**src/rtl/booth_divider.sv**
```systemverilog
// booth_divider: sequential signed 2N/N divider (restoring, magnitude based, sign fix-up at the end).
// Latency: done pulses 2N+1 cycles after start is accepted; divide-by-zero completes after 1 cycle.
// Backpressure: none; start is only sampled in IDLE and is ignored while busy; issue interval >= 2N+2.
//
// Ports:
//   clk, rst            - clock, asynchronous active-high reset (all outputs forced to 0)
//   start               - request, sampled only when idle
//   dividend [2N-1:0]   - signed dividend, captured on acceptance
//   divisor  [N-1:0]    - signed divisor, captured on acceptance
//   busy                - division in flight (DIVIDE/FIX)
//   done                - one-cycle pulse, results valid from this cycle
//   quotient [N-1:0]    - signed quotient, truncated toward zero
//   remainder[N-1:0]    - signed remainder, sign of the dividend
//   div_by_zero         - last operation had a zero divisor
//   overflow            - true quotient not representable in N signed bits
//
// Build option: BOOTH_DIVIDER_SAT_EN - saturate the quotient on overflow instead of truncating.

module booth_divider #(
  parameter int N = 8
) (
  input  logic           clk,
  input  logic           rst,
  input  logic           start,
  input  logic [2*N-1:0] dividend,
  input  logic [N-1:0]   divisor,
  output logic           busy,
  output logic           done,
  output logic [N-1:0]   quotient,
  output logic [N-1:0]   remainder,
  output logic           div_by_zero,
  output logic           overflow
);

  localparam int CW = $clog2(2*N);
  localparam logic [CW-1:0] LAST_ITER = CW'(2*N-1);

  typedef enum logic [1:0] {
    IDLE   = 2'd0,
    DIVIDE = 2'd1,
    FIX    = 2'd2
  } state_t;

  state_t state, state_nx;

  // Datapath state. dq holds the dividend magnitude; as its bits shift out
  // the top, quotient bits shift in at the bottom, so after 2N steps it holds
  // the quotient magnitude.
  logic [2*N-1:0] dq;
  logic [N-1:0]   acc;        // partial remainder, always < |divisor|
  logic [N-1:0]   dvsr_mag;
  logic           sign_q;
  logic           sign_r;
  logic [CW-1:0]  cnt;
  logic           dz_pend;    // zero-divisor request accepted, reported next edge

  logic           accept;
  logic           dz_req;
  logic [2*N-1:0] dvd_mag;
  logic [N-1:0]   dvs_mag;
  logic [N:0]     shifted;
  logic           fits;
  logic [N-1:0]   acc_nx;
  logic [2*N:0]   q_signed;
  logic           q_ovf;
  logic [N-1:0]   q_out;
  logic [N-1:0]   r_signed;

  assign accept = (state == IDLE) && start && !dz_pend && (divisor != '0);
  assign dz_req = (state == IDLE) && start && !dz_pend && (divisor == '0);
  assign busy   = (state != IDLE);

  // Magnitudes as unsigned values: the most negative operand negates to
  // exactly 2^(width-1), which an unsigned register of the same width holds.
  assign dvd_mag = dividend[2*N-1] ? (~dividend + 1'b1) : dividend;
  assign dvs_mag = divisor[N-1]    ? (~divisor + 1'b1)  : divisor;

  // One restoring step. When the trial subtraction fits, the true result is
  // below |divisor| <= 2^(N-1), so an N-bit modular subtract is exact.
  assign shifted = {acc, dq[2*N-1]};
  assign fits    = (shifted >= {1'b0, dvsr_mag});
  assign acc_nx  = shifted[N-1:0] - (fits ? dvsr_mag : '0);

  // Sign fix-up. The quotient magnitude can reach 2^(2N-1), so the signed
  // form needs 2N+1 bits before the representability check.
  assign q_signed = sign_q ? -{1'b0, dq} : {1'b0, dq};
  assign q_ovf    = !((&q_signed[2*N:N-1]) || !(|q_signed[2*N:N-1]));
  assign r_signed = sign_r ? -acc : acc;

`ifdef BOOTH_DIVIDER_SAT_EN
  // A quotient that overflows is never zero, so sign_q gives its direction.
  assign q_out = q_ovf ? (sign_q ? {1'b1, {(N-1){1'b0}}} : {1'b0, {(N-1){1'b1}}})
                       : q_signed[N-1:0];
`else
  assign q_out = q_signed[N-1:0];
`endif

  always_ff @(posedge clk or posedge rst) begin
    if (rst) begin
      state <= IDLE;
    end else begin
      state <= state_nx;
    end
  end

  always_comb begin
    state_nx = state;
    case (state)
      IDLE:    if (accept) state_nx = DIVIDE;
      DIVIDE:  if (cnt == LAST_ITER) state_nx = FIX;
      FIX:     state_nx = IDLE;
      default: state_nx = IDLE;
    endcase
  end

  always_ff @(posedge clk or posedge rst) begin
    if (rst) begin
      dq          <= '0;
      acc         <= '0;
      dvsr_mag    <= '0;
      sign_q      <= 1'b0;
      sign_r      <= 1'b0;
      cnt         <= '0;
      dz_pend     <= 1'b0;
      done        <= 1'b0;
      quotient    <= '0;
      remainder   <= '0;
      div_by_zero <= 1'b0;
      overflow    <= 1'b0;
    end else begin
      done    <= 1'b0;
      dz_pend <= dz_req;

      if (dz_pend) begin
        quotient    <= '0;
        remainder   <= '0;
        div_by_zero <= 1'b1;
        overflow    <= 1'b0;
        done        <= 1'b1;
      end

      case (state)
        IDLE: begin
          if (accept) begin
            dq       <= dvd_mag;
            acc      <= '0;
            dvsr_mag <= dvs_mag;
            sign_q   <= dividend[2*N-1] ^ divisor[N-1];
            sign_r   <= dividend[2*N-1];
            cnt      <= '0;
          end
        end
        DIVIDE: begin
          acc <= acc_nx;
          dq  <= {dq[2*N-2:0], fits};
          cnt <= cnt + 1'b1;
        end
        FIX: begin
          quotient    <= q_out;
          remainder   <= r_signed;
          overflow    <= q_ovf;
          div_by_zero <= 1'b0;
          done        <= 1'b1;
        end
        default: ;
      endcase
    end
  end

endmodule

```
**config.mk**
```make
export PLATFORM = sky130hd
export DESIGN_NAME = booth_divider
export DESIGN_NICKNAME = d
export VERILOG_FILES = /design/src/rtl/booth_divider.sv
export SDC_FILE = /design/constraint.sdc
export NUM_CORES = 1
export LEC_CHECK = 0
export CAP_MARGIN = 20
export CORE_MARGIN = 8
export CORE_UTILIZATION = 60
export DETAILED_ROUTE_END_ITERATION = 8
export DONT_BUFFER_PORTS = 1
export PLACE_DENSITY = 0.81
export SETUP_SLACK_MARGIN = 0.05
export SLEW_MARGIN = 40
export SYNTH_ARGS = -nofsm -noshare
export SYNTH_HDL_FRONTEND = slang
export SYNTH_SLANG_ARGS = --single-unit
```
**constraint.sdc**
```tcl
create_clock -name clk -period 4.5 [get_ports clk]
set_clock_uncertainty 0.2 [all_clocks]
set_input_delay 1.125 -clock clk [delete_from_list [all_inputs] [get_ports clk]]
set_output_delay 1.125 -clock clk [all_outputs]
set_load 0.005 [all_outputs]
```
# == After elaboration in Yosys (flattened, before gate mapping) ==
# Index checks and enable logic that the tools add are counted.
# W data, S select, Z words.
# classes
n_addsub,6
magnitude_cmp,1
eq_ne,5
n_mux,23
bitwise,3
n_reduce_logical,19
# ops
cell,count
$mux W8,7
$mux W16,2
$pmux W16 S2,1
$mux W17,1
$neg A16 Y17,1
$add A16 B1 Y16 const B,1
$not A16 Y16,1
$pmux W8 S2,1
$reduce_and A10 Y1,1
$reduce_or A10 Y1,1
$ge A9 B8 Y1,1
$add A8 B1 Y8 const B,1
$logic_not A8 Y1,1
$neg A8 Y8,1
$not A8 Y8,1
$pmux W4 S2,1
$reduce_bool A8 Y1,1
$sub A8 B8 Y8,1
$mux W1,6
$reduce_and A2 Y1,3
$reduce_bool A2 Y1,3
$add A4 B1 Y4 const B,1
$eq A4 B4 Y1 const B,1
$logic_and A1 B1 Y1,4
10 further kinds,14
# totals
register_bits,60
in_bits,27
out_inout_bits,20
word_cells,70

# == Depth between registers and ports, before layout ==
# Gate-level depths: netlist of the first run.
# logic_depth
ltp_word,7
depth_mapped,16
depth_no_buf,16

# == Worst setup path after synthesis of the first run ==
# OpenSTA, ideal clock, no wires.
# synth_path
kind,register to register
from,register acc[3]
to,register acc[6]
setup_ns,0.136
arrival_ns,2.935
required_time_ns,4.164
setup_slack_ns,1.229
stages_incl_launch_ff,16
n_path_buf,0
synth_period_minus_slack_ns,3.271
path_cell_list,dfrtp_1 -> ha_1 -> nand4_1 -> o21ai_0 -> nor2_1 -> o21ai_1 -> and2_1 -> ha_1 -> inv_1 -> fa_1 -> a21o_1 -> a21oi_1 -> o21bai_1 -> a21oi_1 -> xor2_1 -> o21ai_0
# synth_between
elab_chain_cells,4
# synth_lines
element,line_no,source
start: declaration,50,logic [N-1:0] acc;
start signal: assignment,154,acc <= acc_nx;
$ge A9 B8 Y1,81,"assign fits = (shifted >= {1'b0, dvsr_mag});"
$mux W8,82,assign acc_nx = shifted[N-1:0] - (fits ? dvsr_mag : '0);
$sub A8 B8 Y8 *,82,
$pmux W8 S2 *,142,case (state)
# Mark *: on every way between the ends. The rest lies on a longest branch, timed or not.
# A chain may end at the register's enable or synchronous reset.

# == Worst setup path after layout of the first run ==
# layout_path
from,register dq[15]
to,register acc[6]
# layout_between
elab_chain_cells,4
# layout_lines
element,line_no,source
start: declaration,49,logic [2*N-1:0] dq;
start signal: assignment,145,dq <= dvd_mag;
start signal: assignment,155,"dq <= {dq[2*N-2:0], fits};"
$ge A9 B8 Y1,81,
$mux W8,82,
$sub A8 B8 Y8 *,82,
$pmux W8 S2 *,142,
# Marked as above.

==> flow_summary_export.csv, run 1 <==
group,metric,value,unit
outcome,status,"finished, final reports clean",
drt,wire_per_inst,17.3,um
place,pre_cts_ws,0.845,ns
cells_and_area,nFillCells,563,
drt,detail_route.iter0.violations,224,
cells_and_area,multi_input_area,0.00235,mm2
floorplanning,die_height,98.2,um
timing,worst_slack,0.749,ns
cts,cts_tree,"done",
yosys,synth_area_per_cell,8.75,um2
flow_run,timing.max_cap.violations,0,
worst_hold_path,hp-class,"reg2reg",
worst_setup_path,worstPathArrival,3.76,ns
drt,wl_met1,4050,um
floorplanning,rows,30,
drt,vias,3371,
place,io_buffers,0,
timing,max_freq,0.267,GHz
yosys,ys_seq_elements,60,
drt,dr.pass1.iters,7,
power,ir_worst_vdd,0.282,mV
worst_setup_path,reg2reg_from,"dq[15]",
yosys,yosysWarnings,0,
worst_setup_path,cp_max_fo,8,
yosys,syn_area,0.00405,mm2
cells_and_area,syn_to_final_growth,6.83,%
global_route,grt_util_all_layers,19.7,%
floorplanning,dieArea,0.00964,mm2
place,dp_hpwl,6710,um
power,power_density,748,mW/mm2
cts,numCtsBuffers,9,
yosys,synthArstFlopShare,100,%
worst_setup_path,crit_path_start_kind,"register",
cells_and_area,layout_commonest_cell,"dfrtp_1",
power,power.leakage,1.84,nW
cts,cts_buffer_depth,2,
yosys,syn_inst,463,
global_route,antenna_found_initial,0,
yosys,ys_seq_area_share,37.1,%
drt,antenna_left,0,
global_route,overflow,0,
timing,max_slew.worst_pin.slew,0.744,ns
timing,final.setup.tns,0,ns
timing,final_hold_viol_count,0,
drt,wl,9220,um
timing,rsz0062_at_grt,"false",
global_route,grt_max_degree,46,
worst_setup_path,cp-startpoint,"dq[15]",
floorplanning,ios,47,
worst_setup_path,cp-end-kind,"register",
timing,drv_slew,0,
cts,clk_latency,0.34,ns
cells_and_area,mostFrequentLayoutCells,"dfrtp_1, o21ai_0, nand2_1",
drt,wl_met3,849,um
timing,slew_headroom,50.4,%
cells_and_area,nets,497,
cells_and_area,regArea,0.00150,mm2
worst_setup_path,critical_path_required,4.51,ns
cts,h-tree-depth,3,
timing,period_needed,3.75,ns
cts,cts.sinks,60,
cts,cts_resized,0,
cts,cts_root_buffer,"clkbuf_8",
global_route,grt_pass1_wl,15500,um
floorplanning,fp.dieW,98.2,um
worst_setup_path,crit_type,"reg2reg",
worst_hold_path,min-delay-start,"dvsr_mag[7]",
floorplanning,coreArea,0.00668,mm2
yosys,ys.flop_type,"dfrtp_1",
timing,fin_crit_sh,83.3,%
floorplanning,initial_utilization,60.6,%
worst_setup_path,cpPeakStageDelay,0.44,ns
drt,drc,0,
cts,post_cts_buffers,0,
cells_and_area,drive_gt1_share,6.62,%
cts,clk_pin_slew_worst_paths,0.07,ns
cells_and_area,num_antenna_cells,0,
place,gp_congestion,0.946,
drt,top_layer,"met4",
timing,setup_viol,0,
cts,cts_hold_buffers,0,
drt,avgViaCountPerCell,6.32,
yosys,synth.net_count,512,
yosys,ys_types,55,
worst_setup_path,crit_path_top_delay_cell,"dfrtp_1",
global_route,grt_pass1_vias,3254,
yosys,synth-edff-count,0,
drt,wl_met2,4190,um
worst_setup_path,crit_chain,"inv_1, ha_1, nor2b_1, o21ai_0, nor2_1, o21ai_1, and2_1, ha_1, inv_1, fa_1, a21o_1, a21oi_1, o21bai_1, a21oi_1, xor2_1, o21ai_0",
logic make-up after synthesis:
| family | share of synthesized area (%) |
|---|---|
| DFF | 37.1 |
| and+or+nand+nor | 22.7 |
| xor gates and xnor gates | 8.43 |
| muxes | 2.04 |
| AOI/OAI and AO/OA | 17.7 |
| adders and majority gates | 6.98 |
| buffers and inverters | 5.10 |
per-layer routing:
metal  vias up  track usage, %
met3        15            6.19
met1      1607            25.6
met5         -               0
li1       1624               -
met4         0            7.56
met2       125            29.9
per-stage QoR:
step / hold WS, ns / util, % / total power, mW / cell area (um2) / std cells
after floorplan: 0.250 / - / 2.24 / 4050 / 463
after global placement: 0.267 / 60.7 / 2.47 / 4050 / 517
after detailed placement: 0.289 / 60.7 / 2.56 / 4060 / 517
after CTS: 0.317 / 64.7 / 3.23 / 4320 / 533
after global routing: 0.327 / 64.8 / 3.51 / 4330 / 533
final: 0.311 / 64.8 / 3.23 / 4330 / 533
power breakdown:
| part | leakage, nW | internal (mW) | switching (mW) |
|---|---|---|---|
| combinational | 0.991 | 0.675 | 0.751 |
| clock | 0.131 | 0.440 | 0.218 |
| sequential | 0.715 | 0.784 | 0.366 |
| total | 1.84 | 1.90 | 1.34 |
path summary, 6_finish.rpt:
kind | end | slack [ns] | cells after the start
min in group asynchronous | quotient[4] | 0.54 | 1
worst min register to register | dvsr_mag[7] | 0.31 | 2
worst min-delay path | dvsr_mag[7] | 0.31 | 2
worst max register to register | acc[6] | 0.75 | 16
max in group asynchronous | dq[0] | 2.74 | 2
worst max-delay path | acc[6] | 0.75 | 16
sequential cells by signal, indices dropped and copies added (netlist names), 2 cells and up:
signal	flops
state	2
quotient	8
cnt	4
dvsr_mag	8
dq	16
remainder	8
acc	8
area by class of cell:
| class | instances | share of cell area, % |
|---|---|---|
| flip-flops and latches | 60 | 34.7 |
| clock inverters | 4 | 2.78 |
| repair buffers | 4 | 0.694 |
| multi-input cells | 352 | 54.3 |
| clock buffers | 12 | 3.35 |
| inverters | 21 | 1.82 |
| well taps | 80 | 2.31 |
synth_stat cells (2+ instances only):
master	count	area [um2]
dfrtp_1	60	1500
o21ai_0	49	245
nand2_1	39	146
nor2_1	33	124
xor2_1	26	228
clkbuf_1	22	82.6
ha_1	21	263
inv_1	21	78.8
nand3_1	19	95.1
nand3b_1	17	128
xnor2_1	13	114
a221o_1	11	110
a21oi_1	10	50.1
nand2b_1	10	62.6
nor3_1	9	45.0
nor2b_1	8	50.1
o31ai_1	8	60.1
nor4_1	7	43.8
or3_1	7	43.8
mux2i_1	6	60.1
o21ai_1	6	30.0
nand4_1	5	31.3
a211oi_1	4	30.0
and2_1	4	25.0
o41ai_1	4	35.0
or4_1	4	30.0
buf_1	3	11.3
buf_2	3	15.0
or3b_2	3	26.3
mux2_2	2	22.5
nor3b_1	2	15.0
o21a_1	2	15.0
o221ai_1	2	17.5
o22ai_1	2	12.5
critical path: cells and delay by family (launching register included):
family,cells,cell delay (ns)
buf+inv,2,0.18
xor+xnor,1,0.15
simple gates,3,0.46
compound gates,7,1.43
flops,1,0.44
fa+ha+maj,3,0.77
(Power assumes the default switching activity.)
==> run 2: changes to the inputs <==
clock period = 3.7 ns   (was 4.5 ns; I/O delays follow)
==> run 2 against run 1 <==
  * Final cell count up 0.38%
  * Count of clock-buffer cells in the layout fell by 1
  * Non-clock buffer count grew 2
  * Combinational power is 23% higher
  * Critical path depth shrank 1
  * Register-to-register slack worse by 0.55 ns
  * Clock power is 15% higher
  * First-iteration DRC count is 5.4% lower
  * Critical endpoint unchanged
  * Highest routed layer unchanged
==> flow_summary_export.csv, run 2 (synthesis results as in run 1) <==
group,metric,value,unit
outcome,status,"finished, final reports clean",
cells_and_area,largest_register_ffs,16,
drt,vias,3324,
cells_and_area,regMostFlops,"dq",
timing,slew_headroom,47.6,%
place,dp_hpwl,6780,um
worst_setup_path,cpPeakStageDelay,0.45,ns
floorplanning,coreArea,0.00668,mm2
place,io_buffers,0,
cts,h-tree-depth,3,
cts,cts_root_buffer,"clkbuf_8",
power,power.leakage,1.84,nW
timing,final.setup.tns,0,ns
timing,max_freq,0.286,GHz
timing,rsz0062_at_grt,"false",
drt,detail_route.iter0.violations,212,
power,power_switching,1.65,mW
timing,worst_slack,0.199,ns
timing,final_hold_viol_count,0,
floorplanning,dieArea,0.00964,mm2
worst_setup_path,crit_type,"reg2reg",
flow_run,timing.max_cap.violations,0,
worst_setup_path,cpLargestDelayFamily,"compound AO/OA/AOI/OAI gates",
worst_setup_path,crit_chain,"ha_1, nand4_1, o21ai_0, nor2_1, o21ai_2, and2_1, ha_1, inv_1, fa_1, a21o_1, a21oi_1, o21bai_1, a21oi_1, xor2_1, o21ai_0",
power,p_total,3.92,mW
timing,max_slew.worst_pin.slew,0.786,ns
cts,cts_tree,"done",
cts,post_cts_buffers,0,
timing,drv_slew,0,
floorplanning,fp.dieW,98.2,um
drt,wl,9190,um
drt,dr.pass1.iters,5,
worst_setup_path,cp_max_fo,6,
floorplanning,initial_utilization,60.6,%
worst_hold_path,hp-class,"in2async",
power,swShare,42.0,%
floorplanning,die_height,98.2,um
drt,wire_per_inst,17.2,um
cts,cts.sinks,60,
cells_and_area,nets,499,
worst_setup_path,critical_path_required,3.69,ns
worst_setup_path,crit_path_top_delay_cell,"dfrtp_1",
timing,period_needed,3.50,ns
power,p_int,2.28,mW
power,ir_worst_vdd,0.360,mV
power,comb_power_share,44.9,%
power,pwr-share-clk,19.2,%
cells_and_area,num_antenna_cells,0,
global_route,grt_max_degree,46,
global_route,grt_pass1_vias,3201,
cells_and_area,drive_gt1_share,7.69,%
cells_and_area,mostFrequentLayoutCells,"dfrtp_1, o21ai_0, nand2_1",
place,gp_congestion,0.927,
global_route,antenna_found_initial,0,
worst_setup_path,critPathBufInv,1,
worst_setup_path,crit_path_start_kind,"register",
cts,clk_pin_slew_worst_paths,0.07,ns
cells_and_area,nFillCells,562,
place,dpl.cell_count,519,
drt,avgViaCountPerCell,6.21,
cts,clk_latency,0.34,ns
cells_and_area,syn_to_final_growth,7.07,%
power,seqPwrFrac,35.9,%
floorplanning,ios,47,
cts,cts_buffer_depth,2,
global_route,overflow,0,
timing,setup_viol,0,
global_route,grt_util_all_layers,19.9,%
cells_and_area,layout.cells.non_filler,535,
power,power_density,905,mW/mm2
timing,fin_crit_sh,94.6,%
worst_setup_path,cp-end-kind,"register",
floorplanning,rows,30,
drt,drc,0,
cts,numCtsBuffers,9,
drt,antenna_left,0,
cts,cts_hold_buffers,0,
global_route,grt_pass1_wl,15700,um
cells_and_area,layout_commonest_cell,"dfrtp_1",
worst_setup_path,worstPathArrival,3.49,ns
cells_and_area,final_core_util,64.9,%
place,pre_cts_ws,0.262,ns
run 2: changes by cell type in the layout (fill, tap and decap cells not counted), sizes merged:
cell      delta
buf          +2
bufinv       -1
clkbuf       -1
clkinvlp     +1
inv          +1
run 2: final cells by class:
| type | count | area (um2) | area share (%) |
|---|---|---|---|
| Timing Repair Buffer | 6 | 45.0 | 1.04 |
| Clock inverter | 5 | 106 | 2.45 |
| Clock buffer | 11 | 151 | 3.49 |
| Tap cell | 80 | 100 | 2.31 |
| Multi-Input combinational cell | 352 | 2350 | 54.2 |
| Inverter | 21 | 78.8 | 1.82 |
| Sequential cell | 60 | 1500 | 34.7 |
run 2: worst paths after layout:
check | start | endpoint | slack [ns] | depth (start not counted)
max | acc[1] | acc[6] | 0.20 | 15
min | rst | div_by_zero | 0.29 | 1
max reg2reg | acc[1] | acc[6] | 0.20 | 15
min reg2reg | dvsr_mag[7] | dvsr_mag[7] | 0.30 | 2
max in group asynchronous | rst | dq[15] | 2.34 | 2
min in group clk | dvsr_mag[7] | dvsr_mag[7] | 0.30 | 2
run 2: routing by layer:
| layer | wire [um] | vias up | GRT usage, % |
|---|---|---|---|
| met3 | 781 | 16 | 6.54 |
| li1 | - | 1627 | - |
| met2 | 4100 | 115 | 29.2 |
| met5 | 0 | - | 0 |
| met4 | 147 | 0 | 8.38 |
| met1 | 4160 | 1566 | 26.3 |
run 2: stage by stage:
step,hold slack [ns],instance area (um2)
6_report,0.292,4340
3_3_place_gp,0.267,4070
2_1_floorplan,0.250,4050
3_5_place_dp,0.283,4070
5_1_grt,0.320,4340
4_1_cts,0.297,4330
run 2: power by group through the flow:
stage / Clock (mW) / Sequential (mW) / Combinational, mW
6_report: 0.754 / 1.41 / 1.76
3_5_place_dp: 0 / 1.40 / 1.74
5_1_grt: 0.791 / 1.46 / 2.00
3_3_place_gp: 0 / 1.37 / 1.65
2_1_floorplan: 0 / 1.18 / 1.55
4_1_cts: 0.763 / 1.39 / 1.75
run 2: timing repair:
action / CTS / global route
gates resized for setup: 0 / 2
hold endpoints to repair: 0 / 0
endpoints found under the setup margin: 0 / 1
